--- src/rtl/id_ex_fwd_pkg.sv ---
// Shared encodings for the ID/EX register, forwarding and ALU.
// Imported by the ID/EX stage, its comparator and the ALU.
package id_ex_fwd_pkg;

  typedef logic [1:0] fwd_t;

  localparam fwd_t FWD_RF  = 2'b00;
  localparam fwd_t FWD_Y   = 2'b01;
  localparam fwd_t FWD_MD  = 2'b10;
  localparam fwd_t FWD_MDN = 2'b11;

  localparam logic [1:0] ASRC2_REG  = 2'd0;
  localparam logic [1:0] ASRC2_PC   = 2'd1;
  localparam logic [1:0] ASRC2_ZERO = 2'd2;

  localparam logic [2:0] ALU_ADD = 3'd0;
  localparam logic [2:0] ALU_SLL = 3'd1;
  localparam logic [2:0] ALU_SLT = 3'd2;
  localparam logic [2:0] ALU_XOR = 3'd3;
  localparam logic [2:0] ALU_SR  = 3'd4;
  localparam logic [2:0] ALU_OR  = 3'd5;
  localparam logic [2:0] ALU_AND = 3'd6;
  localparam logic [2:0] ALU_LUI = 3'd7;

endpackage

--- src/rtl/id_ex_fwd_if.sv ---
// Decode-side bundle into the ID/EX register: instruction fields,
// flush in, load-use stall out. master = decode, slave = ID/EX.
interface id_ex_fwd_if #(
  parameter int XLEN  = 32,
  parameter int RADDR = 5
);
  logic             id_valid;
  logic [XLEN-1:0]  id_pc;
  logic [RADDR-1:0] id_rs1;
  logic [RADDR-1:0] id_rs2;
  logic [RADDR-1:0] id_rd;
  logic             id_use_rs1;
  logic             id_use_rs2;
  logic [XLEN-1:0]  id_a0;
  logic [XLEN-1:0]  id_b0;
  logic [XLEN-1:0]  id_imm;
  logic             id_alusrc1;
  logic [1:0]       id_alusrc2;
  logic [2:0]       id_aluop;
  logic             id_sp_sign;
  logic             id_uors;
  logic             id_reg_write;
  logic             id_mem_read;
  logic             flush;
  logic             stall;

  modport master (
    output id_valid, id_pc, id_rs1, id_rs2, id_rd,
    output id_use_rs1, id_use_rs2, id_a0, id_b0, id_imm,
    output id_alusrc1, id_alusrc2, id_aluop,
    output id_sp_sign, id_uors, id_reg_write, id_mem_read,
    output flush,
    input  stall
  );

  modport slave (
    input  id_valid, id_pc, id_rs1, id_rs2, id_rd,
    input  id_use_rs1, id_use_rs2, id_a0, id_b0, id_imm,
    input  id_alusrc1, id_alusrc2, id_aluop,
    input  id_sp_sign, id_uors, id_reg_write, id_mem_read,
    input  flush,
    output stall
  );
endinterface

--- src/rtl/id_ex_fwd_fwd_sel.sv ---
// Forwarding select for one source against the EX/MEM/WB tags.
// In: rs index, use flag, three (rd, wr) tags. Out: 2-bit select.
module fwd_sel
  import id_ex_fwd_pkg::*;
#(
  parameter int RADDR = 5
) (
  input  logic [RADDR-1:0] rs_i,
  input  logic             use_i,
  input  logic [RADDR-1:0] ex_rd_i,
  input  logic             ex_wr_i,
  input  logic [RADDR-1:0] mem_rd_i,
  input  logic             mem_wr_i,
  input  logic [RADDR-1:0] wb_rd_i,
  input  logic             wb_wr_i,
  output fwd_t             sel_o
);

  // Youngest producer wins, so test EX first.
  always_comb begin
    sel_o = FWD_RF;
    if (use_i && rs_i != '0) begin
      if (ex_wr_i && ex_rd_i == rs_i)
        sel_o = FWD_Y;
      else if (mem_wr_i && mem_rd_i == rs_i)
        sel_o = FWD_MD;
      else if (wb_wr_i && wb_rd_i == rs_i)
        sel_o = FWD_MDN;
    end
  end

endmodule

--- src/rtl/id_ex_fwd.sv ---
// ID/EX pipeline register with forwarding selects and load-use stall.
// Ports: clk, rstn, id (slave bundle), EX-side ALU/control outputs.
module id_ex_fwd
  import id_ex_fwd_pkg::*;
#(
  parameter int XLEN  = 32,
  parameter int RADDR = 5
) (
  input  logic             clk,
  input  logic             rstn,
  id_ex_fwd_if.slave       id,
  output logic             ex_valid,
  output logic [XLEN-1:0]  pc,
  output logic [XLEN-1:0]  a0,
  output logic [XLEN-1:0]  b0,
  output logic [XLEN-1:0]  imm,
  output logic             ALUSrc1,
  output logic [1:0]       ALUSrc2,
  output logic [2:0]       ALUOP,
  output logic             sp_sign,
  output logic             uors,
  output fwd_t             afwd,
  output fwd_t             bfwd,
  output logic [RADDR-1:0] ex_rd,
  output logic             ex_reg_write,
  output logic             ex_mem_read
);

  typedef struct packed {
    logic             valid;
    logic [XLEN-1:0]  pc;
    logic [XLEN-1:0]  a0;
    logic [XLEN-1:0]  b0;
    logic [XLEN-1:0]  imm;
    logic             alusrc1;
    logic [1:0]       alusrc2;
    logic [2:0]       aluop;
    logic             sp_sign;
    logic             uors;
    fwd_t             afwd;
    fwd_t             bfwd;
    logic [RADDR-1:0] rd;
    logic             wr;
    logic             ld;
  } ex_t;

  ex_t              ex_d, ex_q;
  logic [RADDR-1:0] mem_rd_q, wb_rd_q;
  logic             mem_wr_q, wb_wr_q;
  logic             hazard, load;
  fwd_t             afwd_d, bfwd_d;

  // A load in EX cannot forward in time; hold ID for one cycle.
  assign hazard = ex_q.valid & ex_q.ld & (ex_q.rd != '0) &
                  ((id.id_use_rs1 & (id.id_rs1 == ex_q.rd)) |
                   (id.id_use_rs2 & (id.id_rs2 == ex_q.rd)));
  assign id.stall = id.id_valid & ~id.flush & hazard;
  assign load     = id.id_valid & ~id.flush & ~hazard;

  fwd_sel #(.RADDR(RADDR)) u_afwd (
    .rs_i    (id.id_rs1),
    .use_i   (id.id_use_rs1),
    .ex_rd_i (ex_q.rd),
    .ex_wr_i (ex_q.wr),
    .mem_rd_i(mem_rd_q),
    .mem_wr_i(mem_wr_q),
    .wb_rd_i (wb_rd_q),
    .wb_wr_i (wb_wr_q),
    .sel_o   (afwd_d)
  );

  fwd_sel #(.RADDR(RADDR)) u_bfwd (
    .rs_i    (id.id_rs2),
    .use_i   (id.id_use_rs2),
    .ex_rd_i (ex_q.rd),
    .ex_wr_i (ex_q.wr),
    .mem_rd_i(mem_rd_q),
    .mem_wr_i(mem_wr_q),
    .wb_rd_i (wb_rd_q),
    .wb_wr_i (wb_wr_q),
    .sel_o   (bfwd_d)
  );

  always_comb begin
    ex_d = '0;
    if (load) begin
      ex_d.valid   = 1'b1;
      ex_d.pc      = id.id_pc;
      ex_d.a0      = id.id_a0;
      ex_d.b0      = id.id_b0;
      ex_d.imm     = id.id_imm;
      ex_d.alusrc1 = id.id_alusrc1;
      ex_d.alusrc2 = id.id_alusrc2;
      ex_d.aluop   = id.id_aluop;
      ex_d.sp_sign = id.id_sp_sign;
      ex_d.uors    = id.id_uors;
      ex_d.afwd    = afwd_d;
      ex_d.bfwd    = bfwd_d;
      ex_d.rd      = id.id_rd;
      ex_d.wr      = id.id_reg_write;
      ex_d.ld      = id.id_mem_read;
    end
  end

  always_ff @(posedge clk or negedge rstn) begin
    if (!rstn) begin
      ex_q     <= '0;
      mem_rd_q <= '0;
      mem_wr_q <= 1'b0;
      wb_rd_q  <= '0;
      wb_wr_q  <= 1'b0;
    end else begin
      ex_q     <= ex_d;
      mem_rd_q <= ex_q.rd;
      mem_wr_q <= ex_q.wr;
      wb_rd_q  <= mem_rd_q;
      wb_wr_q  <= mem_wr_q;
    end
  end

  assign ex_valid     = ex_q.valid;
  assign pc           = ex_q.pc;
  assign a0           = ex_q.a0;
  assign b0           = ex_q.b0;
  assign imm          = ex_q.imm;
  assign ALUSrc1      = ex_q.alusrc1;
  assign ALUSrc2      = ex_q.alusrc2;
  assign ALUOP        = ex_q.aluop;
  assign sp_sign      = ex_q.sp_sign;
  assign uors         = ex_q.uors;
  assign afwd         = ex_q.afwd;
  assign bfwd         = ex_q.bfwd;
  assign ex_rd        = ex_q.rd;
  assign ex_reg_write = ex_q.wr;
  assign ex_mem_read  = ex_q.ld;

endmodule
--- src/flat_wrapper.sv ---
// flat-port wrapper written by rule: the top's interface ports become plain ports
module id_ex_fwd_flat import id_ex_fwd_pkg::*;
#(
  parameter int XLEN  = 32,
  parameter int RADDR = 5
)
  (clk, rstn, ex_valid, pc, a0, b0, imm, ALUSrc1, ALUSrc2, ALUOP, sp_sign, uors, afwd, bfwd, ex_rd, ex_reg_write, ex_mem_read, id_id_valid, id_id_pc, id_id_rs1, id_id_rs2, id_id_rd, id_id_use_rs1, id_id_use_rs2, id_id_a0, id_id_b0, id_id_imm, id_id_alusrc1, id_id_alusrc2, id_id_aluop, id_id_sp_sign, id_id_uors, id_id_reg_write, id_id_mem_read, id_flush, id_stall);
  id_ex_fwd_if #(.XLEN(XLEN), .RADDR(RADDR)) id_i ();
  input  logic clk;
  input  logic rstn;
  output logic ex_valid;
  output logic [XLEN-1:0] pc;
  output logic [XLEN-1:0] a0;
  output logic [XLEN-1:0] b0;
  output logic [XLEN-1:0] imm;
  output logic ALUSrc1;
  output logic [1:0] ALUSrc2;
  output logic [2:0] ALUOP;
  output logic sp_sign;
  output logic uors;
  output fwd_t afwd;
  output fwd_t bfwd;
  output logic [RADDR-1:0] ex_rd;
  output logic ex_reg_write;
  output logic ex_mem_read;
  input wire logic [$bits(id_i.id_valid)-1:0] id_id_valid;
  input wire logic [$bits(id_i.id_pc)-1:0] id_id_pc;
  input wire logic [$bits(id_i.id_rs1)-1:0] id_id_rs1;
  input wire logic [$bits(id_i.id_rs2)-1:0] id_id_rs2;
  input wire logic [$bits(id_i.id_rd)-1:0] id_id_rd;
  input wire logic [$bits(id_i.id_use_rs1)-1:0] id_id_use_rs1;
  input wire logic [$bits(id_i.id_use_rs2)-1:0] id_id_use_rs2;
  input wire logic [$bits(id_i.id_a0)-1:0] id_id_a0;
  input wire logic [$bits(id_i.id_b0)-1:0] id_id_b0;
  input wire logic [$bits(id_i.id_imm)-1:0] id_id_imm;
  input wire logic [$bits(id_i.id_alusrc1)-1:0] id_id_alusrc1;
  input wire logic [$bits(id_i.id_alusrc2)-1:0] id_id_alusrc2;
  input wire logic [$bits(id_i.id_aluop)-1:0] id_id_aluop;
  input wire logic [$bits(id_i.id_sp_sign)-1:0] id_id_sp_sign;
  input wire logic [$bits(id_i.id_uors)-1:0] id_id_uors;
  input wire logic [$bits(id_i.id_reg_write)-1:0] id_id_reg_write;
  input wire logic [$bits(id_i.id_mem_read)-1:0] id_id_mem_read;
  input wire logic [$bits(id_i.flush)-1:0] id_flush;
  output wire logic [$bits(id_i.stall)-1:0] id_stall;
  assign id_i.id_valid = id_id_valid;
  assign id_i.id_pc = id_id_pc;
  assign id_i.id_rs1 = id_id_rs1;
  assign id_i.id_rs2 = id_id_rs2;
  assign id_i.id_rd = id_id_rd;
  assign id_i.id_use_rs1 = id_id_use_rs1;
  assign id_i.id_use_rs2 = id_id_use_rs2;
  assign id_i.id_a0 = id_id_a0;
  assign id_i.id_b0 = id_id_b0;
  assign id_i.id_imm = id_id_imm;
  assign id_i.id_alusrc1 = id_id_alusrc1;
  assign id_i.id_alusrc2 = id_id_alusrc2;
  assign id_i.id_aluop = id_id_aluop;
  assign id_i.id_sp_sign = id_id_sp_sign;
  assign id_i.id_uors = id_id_uors;
  assign id_i.id_reg_write = id_id_reg_write;
  assign id_i.id_mem_read = id_id_mem_read;
  assign id_i.flush = id_flush;
  assign id_stall = id_i.stall;
  id_ex_fwd #(.XLEN(XLEN), .RADDR(RADDR)) u_core (.clk(clk), .rstn(rstn), .id(id_i), .ex_valid(ex_valid), .pc(pc), .a0(a0), .b0(b0), .imm(imm), .ALUSrc1(ALUSrc1), .ALUSrc2(ALUSrc2), .ALUOP(ALUOP), .sp_sign(sp_sign), .uors(uors), .afwd(afwd), .bfwd(bfwd), .ex_rd(ex_rd), .ex_reg_write(ex_reg_write), .ex_mem_read(ex_mem_read));
endmodule
--- config.mk ---
export PLATFORM = sky130hd
export DESIGN_NAME = id_ex_fwd_flat
export DESIGN_NICKNAME = d
export VERILOG_FILES = /design/src/rtl/id_ex_fwd_pkg.sv /design/src/rtl/id_ex_fwd_if.sv /design/src/rtl/id_ex_fwd_fwd_sel.sv /design/src/rtl/id_ex_fwd.sv /design/src/flat_wrapper.sv
export SDC_FILE = /design/constraint.sdc
export NUM_CORES = 1
export LEC_CHECK = 0
export BUFFER_PORTS_ARGS = -buffer_cell sky130_fd_sc_hd__buf_4
export CAP_MARGIN = 20
export CORE_MARGIN = 5
export CORE_UTILIZATION = 44
export CTS_CLUSTER_SIZE = 25
export DETAILED_ROUTE_END_ITERATION = 16
export GPL_TIMING_DRIVEN = 0
export PLACE_DENSITY = 0.77
export SLEW_MARGIN = 20
export SYNTH_ARGS = -nofsm -noshare
export SYNTH_HDL_FRONTEND = slang
export SYNTH_SLANG_ARGS = --single-unit
--- constraint.sdc ---
create_clock -name clk -period 2.6 [get_ports clk]
set_clock_uncertainty 0.15 [all_clocks]
set_input_delay 0.13 -clock clk [delete_from_list [all_inputs] [get_ports clk]]
set_output_delay 0.13 -clock clk [all_outputs]
set_load 0.05 [all_outputs]
# Word level (Yosys, flattened, before mapping)
# Cells that the tools add are included.
# classes
n_mul	0
magnitude_cmp	0
bitwise_logic	11
n_eq_ne	8
mux	9
shift	0
div_mod_pow	0
add_sub_neg	0
n_reduce_logical	11
# op_table
cell	count
$mux W148	1
$eq A5 B5 Y1	8
$mux W2	8
$reduce_bool A5 Y1	3
$and A1 B1 Y1	8
$logic_and A1 B1 Y1	8
$not A1 Y1	2
$or A1 B1 Y1	1
# totals
mem_bits_rw	0
latch_bits	0
output_inout_bits	149
mem_bits_ro	0
ff_bits	160
mem_count	0

# Longest topological paths before layout
# depth
depth_word	7
depth_mapped	7

# By module
# From an unflattened synthesis, not the netlist that was laid out.
# hier_totals
cells_unflattened	578
hier_area_um2	6552.5
# modules_own_cells
module	area_each_um2	seq_area_each_um2	instances	cells_each
id_ex_fwd	6129.6	4003.8	1	524
fwd_sel	211.5	0.0	2	27

# Worst setup path after synthesis
# Ideal clock, no wire load.
# synth_path
path_kind	flip-flop to output port
startpoint	register u_core.ex_q, in the netlist u_core.ex_rd[0]
endpoint	output id_stall
stages_incl_launch_ff	7
path_buffers	1
path_slack_ns	-0.104
arrival_ns	2.424
cell_sequence	dfrtp_1 nor2b_1 a2111o_1 nor3_1 o2111ai_1 clkbuf_1 nor2_1
# synth_between
elab_chain_cells	5
# synth_lines
element	line_no	text
start: declaration	id_ex_fwd.sv:47	ex_t ex_d, ex_q;
start signal: assignment	id_ex_fwd.sv:107	ex_q <= '0;
start signal: assignment	id_ex_fwd.sv:113	ex_q <= ex_d;
$eq A5 B5 Y1, on equally long branches	id_ex_fwd.sv:55, id_ex_fwd.sv:56	
$and A1 B1 Y1, on equally long branches	id_ex_fwd.sv:55, id_ex_fwd.sv:56	
$or A1 B1 Y1	id_ex_fwd.sv:55	((id.id_use_rs1 & (id.id_rs1 == ex_q.rd)) |
$and A1 B1 Y1 *	id_ex_fwd.sv:54	assign hazard = ex_q.valid & ex_q.ld & (ex_q.rd != '0) &
$and A1 B1 Y1 *	id_ex_fwd.sv:57	assign id.stall = id.id_valid & ~id.flush & hazard;
end: declaration	flat_wrapper.sv:44	output wire logic [$bits(id_i.stall)-1:0] id_stall;
# Every way passes the cells marked *; elsewhere a longest branch is shown, timed or not.

# Final worst setup path
# layout_path
startpoint	register u_core.ex_q, in the netlist u_core.ex_rd[3]
endpoint	output id_stall
# Same word-level chain as after synthesis.

==> flow_summary.rst <==
.. list-table::
   :header-rows: 1

   * - Metric
     - Value
   * - Final period utilization
     - 95.6%
   * - Synth unique cells
     - 27
   * - IO Count
     - 308
   * - Req. time, crit path
     - 2.32 ns
   * - Synth-to-Final Area Change
     - 84.5%
   * - # rows
     - 41
   * - DRC violation count after routing
     - 0
   * - Vertical die dimension
     - 122 um
   * - Antenna violation net count after detailed routing
     - 0
   * - Clock Latency Late Sink
     - 0.42 ns
   * - Detailed router's first-iteration violation count
     - 441
   * - Area of the placeable core
     - 12500 um2
   * - Ant. Diodes
     - 0
   * - Dominant cells by area after synthesis
     - sky130_fd_sc_hd__dfrtp_1 72%, sky130_fd_sc_hd__and3_1 16%, sky130_fd_sc_hd__xor2_1 3.0%
   * - Final HPWL DP
     - 13300 um
   * - Fraction of registers with async set/reset
     - 100%
   * - Total via count after detailed routing
     - 5317
   * - Total wire length after detailed routing
     - 22300 um
   * - Final estimated routing congestion in global placement
     - 0.823
   * - Count of port buffers added during placement
     - 307
   * - Category of the worst setup path launch point
     - flop
   * - Classification of the worst-slack hold path
     - in -> reg
   * - Layout net count
     - 1041
   * - Max-cap violation count
     - 0
   * - Horizontal die dimension
     - 122 um
   * - Inserted Clock Buffers
     - 17
   * - Full die area
     - 14900 um2
   * - Total overflow reported by the global router
     - 0
   * - Via count normalized by instance count
     - 4.98
   * - Number of global-route vias before repair
     - 6079
   * - Clock edge transition at the registers on the reported setup and hold paths
     - 0.06 ns
   * - Final Setup Violations
     - 0
   * - Max Root-Sink Buffers
     - 2
   * - Instance count along the most critical hold path
     - 3
   * - Highest Clock Rate
     - 402 MHz
   * - Arrival time at the worst endpoint
     - 2.21 ns
   * - Synthesized net count
     - 565
   * - Result of the run
     - completed
   * - Shortest clock period the worst path allows after layout
     - 2.49 ns
   * - GR Util All Layers
     - 30.6%
   * - Most frequent cell after synthesis
     - sky130_fd_sc_hd__dfrtp_1
   * - Final-report max-slew violation count
     - 0
   * - Slew @ Worst Pin
     - 0.563 ns
   * - Clock tree from TritonCTS
     - yes
   * - Leak Pwr
     - 5.69 nW
   * - Initial core utilization
     - 44.5%
   * - Synthesized instance count
     - 406
   * - Clock H-tree levels
     - 4
   * - Detailed-routing iteration count for the pre-antenna-repair pass
     - 5
   * - Worst relative slew slack
     - 62.4%
   * - Dominant synthesized flop cell
     - sky130_fd_sc_hd__dfrtp_1
   * - Count of fill cells added during filler insertion
     - 627
   * - Synthesized cell area
     - 5540 um2
   * - Power density relative to cell area
     - 612 nW/um2
   * - Total clock sinks
     - 160
   * - Final Hold Fails
     - 0
   * - Crit path capture type
     - output port
   * - Cell accounting for the most synthesized area
     - sky130_fd_sc_hd__dfrtp_1
   * - Clock root cell
     - sky130_fd_sc_hd__clkbuf_16
   * - Mean routed wirelength per cell
     - 20.9 um
   * - Mapped Avg Cell Area
     - 13.7 um2
   * - Seq/Total Area, Yosys
     - 72.2%
   * - Global-route wire length before repair
     - 34000 um
   * - Unrepaired setup endpoints after global routing
     - false
   * - Logic depth of the worst register-to-register path
     - 8
   * - Commonest cells in the netlist
     - 160 x sky130_fd_sc_hd__dfrtp_1, 146 x sky130_fd_sc_hd__and3_1, 19 x sky130_fd_sc_hd__clkbuf_1, 19 x sky130_fd_sc_hd__xor2_1, 13 x sky130_fd_sc_hd__buf_2
   * - Largest voltage drop on the vdd net
     - 0.000516 V
   * - Pre-CTS setup slack
     - 0.0893 ns
   * - Share of cells above drive strength 1
     - 40.4%
   * - Share of the synthesized area in the top cell type
     - 72.2%
   * - Number of antenna violations at the first check in global routing
     - 0
   * - Min setup slack post-route
     - 0.114 ns
   * - Critical-path maximum fanout
     - 10
   * - Number of enable flip-flop cells after synthesis
     - 0
   * - Synthesis warning total
     - 0
   * - Sum Neg Setup Slack
     - 0 ns
   * - Maximum number of pins on one net before global-route repair
     - 88
   * - Count of state elements after synthesis
     - 160
   * - Classification of the worst setup path
     - reg -> out
[state kept, by name (all words and copies together) (netlist names)]
register,cells
u_core.a0,32
u_core.b0,32
u_core.imm,32
u_core.pc,32
u_core.ex_rd,5
u_core.mem_rd_q,5
u_core.wb_rd_q,5
u_core.ALUOP,3
u_core.ALUSrc2,2
u_core.afwd,2
u_core.bfwd,2
u_core.ALUSrc1,1
u_core.ex_mem_read,1
u_core.ex_reg_write,1
u_core.ex_valid,1
u_core.mem_wr_q,1
u_core.sp_sign,1
u_core.uors,1
u_core.wb_wr_q,1
[cell families after synthesis]
group | synth area share, %
and+or+nand+nor | 20.0
DFF | 72.2
buffers and inverters | 2.53
xor gates and xnor gates | 4.11
AOI/OAI and AO/OA | 1.17
[layout by cell type, fill, tap and decap left out, types with 7 or more instances in the layout]
cell type                         n
sky130_fd_sc_hd__and3_1         146
sky130_fd_sc_hd__buf_2           13
sky130_fd_sc_hd__buf_4          307
sky130_fd_sc_hd__clkbuf_1        17
sky130_fd_sc_hd__clkbuf_16       17
sky130_fd_sc_hd__dfrtp_1        158
sky130_fd_sc_hd__dlygate4sd3_1  148
sky130_fd_sc_hd__xnor2_1          7
sky130_fd_sc_hd__xor2_1          19
[worst max-delay path, cell delays in order (launching register included)]
cell and delay, ns:
sky130_fd_sc_hd__dfrtp_2 0.45, sky130_fd_sc_hd__xor2_1 0.18, sky130_fd_sc_hd__nor3_2 0.26, sky130_fd_sc_hd__and4_1 0.25, sky130_fd_sc_hd__o2111ai_2 0.16, sky130_fd_sc_hd__buf_4 0.20
sky130_fd_sc_hd__nor2_2 0.11, sky130_fd_sc_hd__buf_6 0.17
[cell type report]
class                   count  area [um2]  share of cell area, %
plain buffers              32         141                   1.38
clock buffers              19         453                   4.43
clock inverters            13         159                   1.55
inverters                   1        3.75                 0.0367
multi-input cells         213        1420                   13.9
flip-flops and latches    160        4010                   39.2
well taps                 172         215                   2.10
repair buffers            457        3830                   37.5
[power by group]
group	switching (W)	internal (W)
combinational	0.000594	0.000482
sequential	0.0000460	0.00258
clock	0.00100	0.00156
[final timing paths]
check / startpoint / end / slack [ns]
setup / recovery: u_core.ex_rd[3] / id_stall / 0.11
min in group asynchronous: rstn / u_core.pc[29] / 0.11
setup reg to reg: u_core.ex_rd[3] / u_core.imm[31] / 0.18
max in group asynchronous: rstn / u_core.a0[16] / 1.38
hold / removal: id_id_rs1[4] / u_core.afwd[0] / 0.04
hold reg to reg: u_core.mem_rd_q[2] / u_core.wb_rd_q[2] / 0.29
[routing by layer]
metal	GRT usage, %	wire, um	vias to the layer above
met5	0	0	-
met4	12.5	833	0
met3	11.9	2050	66
met2	53.0	11700	291
met1	33.8	7740	2609
li1	-	-	2351
[through the flow]
| step | util [%] | total power (W) | area, um2 | cells | hold slack (ns) |
|---|---|---|---|---|---|
| final | 82.1 | 0.00627 | 10200 | 1067 | 0.0405 |
| after global routing | 82.1 | 0.00647 | 10200 | 1067 | 0.0445 |
| after CTS | 82.0 | 0.00624 | 10200 | 1067 | 0.0291 |
| after detailed placement | 65.0 | 0.00353 | 8100 | 886 | -0.0223 |
| after global placement | 64.7 | 0.00351 | 8070 | 885 | 0.211 |
| after floorplan | - | 0.00309 | 5550 | 406 | -0.316 |
[what timing repair did]
item | CTS | global route
setup endpoints to repair | 1 | 2
pin swaps | 1 | 2
hold buffers | 148 | 0
setup buffers | 1 | 0
gates cloned | 0 | 0
gates resized for setup | 5 | 6
hold endpoints to repair | 220 | 0
Note: power is estimated with default switching activity, not from simulation.
